**src/rtl/booth_pp_accumulator.sv**
```systemverilog
// booth_pp_accumulator
//
// Sequential reducer for the four partial-product rows of a signed 8x8
// radix-4 Booth multiplier whose rows use compressed sign extension. A row
// set is captured on an input valid/ready handshake. It is summed into a
// 16-bit accumulator over 4/ROWS_PER_CYCLE cycles. The 16-bit two's-complement
// product is then offered on an output valid/ready handshake.
//
// The sign information is already folded into the row bits. The product is
// therefore the plain modulo-2^16 sum of the zero-extended, column-aligned rows:
//   product = pp00 + pp01 + (pp02 << 2) + (pp03 << 4)   (mod 2^16)
//
// Parameters
//   ROWS_PER_CYCLE  rows added per accumulate cycle (1, 2 or 4)
//   OUT_REG         1: product comes from a dedicated register loaded when
//                      the sum completes; 0: product is the accumulator itself
//
// Ports
//   clk        in   1   clock, rising edge
//   rst        in   1   asynchronous reset, active-high
//   in_valid   in   1   row set on pp00..pp03 is valid
//   in_ready   out  1   block can accept a row set (IDLE only)
//   pp00       in   12  row 0, column offset 0
//   pp01       in   13  row 1, column offset 0 (bit0 = row-0 negate correction)
//   pp02       in   13  row 2, column offset 2
//   pp03       in   12  row 3, column offset 4
//   out_valid  out  1   product valid (DONE)
//   out_ready  in   1   downstream accepts product
//   product    out  16  signed product
//   busy       out  1   high while an operation is in flight (ACC or DONE)

module booth_pp_accumulator #(
    parameter int ROWS_PER_CYCLE = 1,
    parameter bit OUT_REG        = 1'b1
) (
    input  logic               clk,
    input  logic               rst,
    input  logic               in_valid,
    output logic               in_ready,
    input  logic [11:0]        pp00,
    input  logic [12:0]        pp01,
    input  logic [12:0]        pp02,
    input  logic [11:0]        pp03,
    output logic               out_valid,
    input  logic               out_ready,
    output logic signed [15:0] product,
    output logic               busy
);

    // Number of cycles that actually add rows.
    localparam int         ACC_CYCLES = 4 / ROWS_PER_CYCLE;
    localparam logic [2:0] LAST_ADD   = 3'(ACC_CYCLES - 1);
    // row_cnt value reached once every row is in the accumulator. With
    // OUT_REG=1 the FSM idles one cycle at this value to load the output
    // register.
    localparam logic [2:0] TERMINAL   = 3'(ACC_CYCLES);

    typedef enum logic [1:0] {
        IDLE = 2'd0,
        ACC  = 2'd1,
        DONE = 2'd2
    } state_t;

    state_t      state;
    state_t      state_nxt;

    logic [11:0] row0;
    logic [12:0] row1;
    logic [12:0] row2;
    logic [11:0] row3;
    logic [15:0] acc;
    logic [15:0] addend;
    logic [2:0]  row_cnt;
    logic [4:0]  row_idx;
    logic        acc_last;

    // Zero-extends one captured row and places it at its column offset.
    // Indices past row 3 contribute nothing.
    function automatic logic [15:0] row_term(
        input logic [4:0]  idx,
        input logic [11:0] r0,
        input logic [12:0] r1,
        input logic [12:0] r2,
        input logic [11:0] r3
    );
        logic [15:0] t;
        case (idx)
            5'd0:    t = {4'b0000, r0};
            5'd1:    t = {3'b000, r1};
            5'd2:    t = {1'b0, r2, 2'b00};
            5'd3:    t = {r3, 4'b0000};
            default: t = '0;
        endcase
        return t;
    endfunction

    // Sum of the rows scheduled for the current accumulate cycle: rows
    // row_cnt*RPC .. row_cnt*RPC+RPC-1, ascending.
    always_comb begin
        addend  = '0;
        row_idx = '0;
        for (int k = 0; k < ROWS_PER_CYCLE; k++) begin
            row_idx = 5'(row_cnt) * 5'(ROWS_PER_CYCLE) + 5'(k);
            addend  = addend + row_term(row_idx, row0, row1, row2, row3);
        end
    end

    // Leave ACC after the cycle that adds row 3. With an output register,
    // leave one cycle later, while the register loads.
    assign acc_last = OUT_REG ? (row_cnt == TERMINAL) : (row_cnt == LAST_ADD);

    // ---------------- FSM state register ----------------
    always_ff @(posedge clk or posedge rst) begin
        if (rst) begin
            state <= IDLE;
        end else begin
            state <= state_nxt;
        end
    end

    // ---------------- FSM next state ----------------
    always_comb begin
        state_nxt = state;
        case (state)
            IDLE:    if (in_valid) state_nxt = ACC;
            ACC:     if (acc_last) state_nxt = DONE;
            DONE:    if (out_ready) state_nxt = IDLE;
            default: state_nxt = IDLE;
        endcase
    end

    // ---------------- row capture and accumulation ----------------
    always_ff @(posedge clk or posedge rst) begin
        if (rst) begin
            row0    <= '0;
            row1    <= '0;
            row2    <= '0;
            row3    <= '0;
            acc     <= '0;
            row_cnt <= '0;
        end else begin
            case (state)
                IDLE: begin
                    if (in_valid) begin
                        row0    <= pp00;
                        row1    <= pp01;
                        row2    <= pp02;
                        row3    <= pp03;
                        acc     <= '0;
                        row_cnt <= '0;
                    end
                end
                ACC: begin
                    if (row_cnt != TERMINAL) begin
                        acc     <= acc + addend;
                        row_cnt <= row_cnt + 3'd1;
                    end
                end
                default: ;
            endcase
        end
    end

    // ---------------- output stage ----------------
    generate
        if (OUT_REG) begin : g_out_reg
            logic [15:0] prod_q;

            always_ff @(posedge clk or posedge rst) begin
                if (rst) begin
                    prod_q <= '0;
                end else if (state == ACC && row_cnt == TERMINAL) begin
                    prod_q <= acc;
                end
            end

            assign product = $signed(prod_q);
        end else begin : g_out_acc
            // The accumulator is frozen in DONE, so it can drive the port directly.
            assign product = $signed(acc);
        end
    endgenerate

    // in_ready is held low while reset is asserted. No handshake can then
    // appear to complete during reset.
    assign in_ready  = (state == IDLE) && !rst;
    assign out_valid = (state == DONE);
    assign busy      = (state != IDLE);

endmodule

```
**config.mk**
```make
export PLATFORM = sky130hd
export DESIGN_NAME = booth_pp_accumulator
export DESIGN_NICKNAME = d
export VERILOG_FILES = /design/src/rtl/booth_pp_accumulator.sv
export SDC_FILE = /design/constraint.sdc
export NUM_CORES = 1
export LEC_CHECK = 0
export ABC_AREA = 1
export CAP_MARGIN = 20
export CORE_ASPECT_RATIO = 0.5
export CORE_MARGIN = 5
export CORE_UTILIZATION = 40
export CTS_CLUSTER_SIZE = 25
export DETAILED_ROUTE_END_ITERATION = 10
export DONT_BUFFER_PORTS = 1
export GPL_TIMING_DRIVEN = 0
export PLACE_DENSITY_LB_ADDON = 0.3
export REMOVE_ABC_BUFFERS = 1
export SLEW_MARGIN = 10
export SYNTH_ARGS = -nofsm -noshare
export SYNTH_HDL_FRONTEND = slang
export SYNTH_SLANG_ARGS = --single-unit
```
**constraint.sdc**
```tcl
create_clock -name clk -period 5.5 [get_ports clk]
set_input_delay 0.275 -clock clk [delete_from_list [all_inputs] [get_ports clk]]
set_output_delay 0.275 -clock clk [all_outputs]
set_load 0.1 [all_outputs]
```
Word-level counts from Yosys, hierarchy flattened
Index checks and enable logic that the tools add are counted.
{"block": "op_classes", "n_addsub": 2, "mul": 0, "n_div": 0, "order_cmp": 0, "n_eq_ne": 11, "shift": 0, "muxes": 11, "bitwise_logic": 0, "n_reduce_logical": 10}
{"op": "$pmux 16 s4", "count": 1}
{"op": "$mux 16", "count": 2}
{"op": "$pmux 16 s2", "count": 1}
{"op": "$add 16x16->16", "count": 1}
{"op": "$eq 3x2->1 const B", "count": 2}
{"op": "$mux 2", "count": 3}
{"op": "$mux 3", "count": 2}
{"op": "$ne 2x2->1 const B", "count": 3}
{"op": "$pmux 2 s3", "count": 1}
{"op": "$pmux 3 s2", "count": 1}
{"op": "$reduce_and 3->1", "count": 2}
{"op": "$logic_not 5->1", "count": 1}
{"op": "$reduce_bool 2->1", "count": 2}
{"op": "$add 3x1->3 const B", "count": 1}
{"op": "$eq 3x1->1 const B", "count": 1}
{"op": "$eq 3x3->1 const B", "count": 1}
{"op": "$ne 3x3->1 const B", "count": 1}
{"op": "$eq 2x1->1 const B", "count": 1}
{"op": "$eq 2x2->1 const B", "count": 1}
{"op": "$logic_and 1x1->1", "count": 2}
{"op": "$logic_not 2->1", "count": 1}
{"op": "$ne 2x1->1 const B", "count": 1}
{"op": "$reduce_and 2->1", "count": 1}
{"op": "$logic_not 1->1", "count": 1}
{"block": "totals", "ff_bits": 87, "latchBits": 0, "mem_bits_rw": 0, "mem_bits_ro": 0, "input_bits": 54, "memories": 0}

Logic depth before layout (Yosys ltp)
{"block": "depth", "depth_word": 5, "ltp_mapped": 18}

Least setup slack after synthesis
No wires, ideal clock.
{"block": "synth_path", "path_kind": "register to output", "startpoint": "register state[0]", "endpoint": "output port in_ready", "arrival_ps": 2343, "setup_slack_ps": 2882, "path_stages_with_launch": 4, "path_cell_list": "dfrtp_1 -> nor2_2 -> inv_1 -> nor2_1"}
{"block": "synth_via", "elab_chain_cells": 2}
{"element": "start: declaration", "line_no": "64", "text": "state_t state;"}
{"element": "start signal: assignment", "line_no": "117", "text": "state <= state_nxt;"}
{"element": "$logic_not 2->1", "line_no": "186", "text": "assign in_ready = (state == IDLE) && !rst;"}
{"element": "$logic_and 1x1->1", "line_no": "186"}
{"element": "end: declaration", "line_no": "39", "text": "output logic in_ready,"}
Every way passes these cells.

Worst setup path in the final report
{"block": "layout_path", "startpoint": "register row_cnt[2]", "endpoint": "register acc[14]"}
{"block": "layout_via", "elab_chain_cells": 5}
{"element": "start: declaration", "line_no": "73", "text": "logic [2:0] row_cnt;"}
{"element": "start signal: assignment", "line_no": "156", "text": "row_cnt <= row_cnt + 3'd1;"}
{"element": "$eq 3x2->1, or another cell as far along", "line_no": "87", "text": "case (idx)"}
{"element": "$pmux 16 s4", "line_no": "87"}
{"element": "$add 16x16->16", "line_no": "155", "text": "acc <= acc + addend;"}
{"element": "$mux 16", "line_no": "154", "text": "if (row_cnt != TERMINAL) begin"}
{"element": "$pmux 16 s2", "line_no": "142", "text": "case (state)"}
{"element": "end signal: assignment", "line_no": "155"}
{"element": "end: declaration", "line_no": "71", "text": "logic [15:0] acc;"}
Parallel ways exist; a longest one is shown, timed or not. The select of a mux whose other input is x is not followed.
A chain may end at the register's enable or synchronous reset.

==> out/metrics.cfg <==
[outcome]
status=completed

[logic_synthesis]
synth_ff_type=dfrtp_1
syn-cell-area_sq_mm=0.00459
synthAdderAreaFrac=0.0589
synth_area_leaders=dfrtp_1 47%, nand2_1 12%, mux2_2 10%
ys_types=38
synth_xor_area_frac=0.00573
ys_top_cells_by_count=145 x nand2_1, 87 x dfrtp_1, 66 x inv_1, 42 x mux2_2, 25 x nor2_1
synthMuxAreaShare=0.111
yosysSeqAreaShare=0.475
synth_compound_gate_area_share=0.0789
netlist.area_leader.share=0.475
synthArstFlopShare=1.00
yosys_warnings=0
yosys.area.top_type=dfrtp_1
yosysMostFrequentCell=nand2_1
synth_area_per_cell_sq_um=9.01
synth_top_family_by_area=simple AND/OR/NAND/NOR gates
synth_edf_count=0
synthCells=509
synthSimpleGateAreaFrac=0.190
ys_ff_latch=87

[worst_setup_path]
cp-end-kind=flop
start_kind=flop
path_max_fanout=12
path_depth=13
critPathTopFamily=adder cells
cpMostUsedCell=nand2_1
required_ns=5.73
cp_num_buf_inv=2
critPathArrivalTime_ns=3.34
r2r_cells=13
critPathKind=flop to flop
max_stage_delay_ns=0.62
cpMaxStageDelayCell=dfrtp_1
path_cells=inv_4 > ha_1 > nand2_1 > a41oi_1 > ha_1 > nand2_1 > inv_1 > nand2_1 > nand2_1 > a21oi_1 > nand3_1 > nand3_1 > nand2_1

[timing]
skew_ns=0.00554
setup_viol=0
fin_crit_sh=0.566
max_slew_margin=0.285
final_max_slew_viol_count=0
rsz0062_at_grt=false
final.setup.tns_ns=0
max_freq_mhz=321
final-hold-violation-count=0
worst_pin_slew_ns=1.07
period_needed_ns=3.12

[place]
gp_congestion=0.832
placement.io_buffers=0
place_hpwl_um=7340

[layout]
layout-drive-gt1-share=0.146
nFillCells=1064
synthToLayoutAreaGrowth_pct=8.65
n_antenna_cell=0
layout.nets=585
final_core_util=0.448

[routing]
ant_nets=0
drc=0
drt_iter0_drc=228
vias_per_cell=5.04
drt_pass1_iterations=4
vias=3318
wl_per_cell_um=15.4
routed_wl_um=10100

[grt]
grt_use_total=0.158
grt_pass1_wl_um=17400
gr-total-overflow=0
grt_pass1_vias=3394
grt_max_degree=65
antenna_found_initial=0

[die]
io_pins=73
core_area_sq_mm=0.0111
start_util=0.413
rows=27
die_x_um=161
die_h_um=85.7
dieArea_sq_mm=0.0138

[clocking]
clkSlewWorstSetupHoldPaths_ns=0.06
cts.sinks=87
htree_num_levels=3
cts_tree=yes
cts_root_buf=clkbuf_16
clockBufferDepth=2
clock_latency_ns=0.33
cts_buffers=9

[hold_path]
hold_depth=1
min_path_type=primary input to flop

[job]
cap_violations=0

-- kinds of logic (layout without fill, tap and decap cells) --
logic type | count (synthesis) | after routing
AND/OR/NAND/NOR | 208 | 208
flip-flops | 87 | 87
buffers and inverters | 84 | 88
AO/OA/AOI/OAI | 61 | 61
multiplexers | 45 | 45
adder cells (fa/ha/maj) | 21 | 21
XOR/XNOR | 3 | 3
-- metal layers --
layer / routed length, um / vias to the layer above / global-route usage / share of wire
li1: - / 1648 / - / -
met1: 5000 / 1598 / 0.223 / 0.49
met2: 4380 / 65 / 0.239 / 0.43
met3: 653 / 7 / 0.0490 / 0.064
met4: 98 / 0 / 0.0395 / 0.0097
met5: 0 / - / 0 / 0
-- area by class of cell --
cell class	count	area, sq um	share of cell area
Clock inverter	3	21.3	0.00427
Clock buffer	11	243	0.0487
Sequential cell	87	2180	0.437
Timing Repair Buffer	2	37.5	0.00753
Multi-Input combinational cell	338	2050	0.411
Tap cell	145	181	0.0364
Inverter	72	275	0.0552
-- timing repair --
action / CTS / global route
hold buffers: 1 / 0
endpoints found under the hold margin: 23 / 0
setup buffers: 0 / 0
gates resized for setup: 0 / 0
-- worst paths after layout --
path	from	endpoint	slack [ns]
worst max-delay path	row_cnt[2]	acc[14]	2.38
worst min-delay path	out_ready	state[1]	0.02
worst max register to register	row_cnt[2]	acc[14]	2.38
worst min register to register	row1[7]	row1[7]	0.49
max in group asynchronous	rst	row2[7]	4.50
min in group asynchronous	rst	product[1]	0.39
-- per-stage QoR --
stage                     setup WS (ns)  hold WS (ns)  cells  instance area (sq um)
after floorplan                    2.88         0.361    497                   4490
after global placement             1.99         0.364    642                   4670
after detailed placement           2.42         0.139    643                   4710
after CTS                          2.39       0.00654    658                   4980
after global routing               2.07       0.00571    658                   4980
final                              2.38        0.0215    658                   4980
-- layout by cell type, fill, tap and decap left out, types with 2 or more instances in the layout --
cell,instances
nand2_1,145
dfrtp_1,87
inv_1,65
mux2_2,42
nor2_1,23
a21oi_1,20
nand3_1,20
ha_1,20
o21ai_0,15
o21ai_1,9
clkbuf_16,9
a41oi_1,7
inv_2,5
o22ai_1,5
nor2_2,3
mux2_1,3
nand3b_1,3
nor3_1,3
nand2_4,2
nand2_2,2
inv_4,2
or2_2,2
xor2_1,2
-- sequential cells by signal (all words and copies together), names as in the netlist --
name and cells:
product 16, row2 13, acc 16, row_cnt 3
state 2, row3 12, row0 12, row1 13
Power is left out: the tool's default activity adds up to more than one toggle a clock period on the data nets, which glitch-free logic cannot reach.
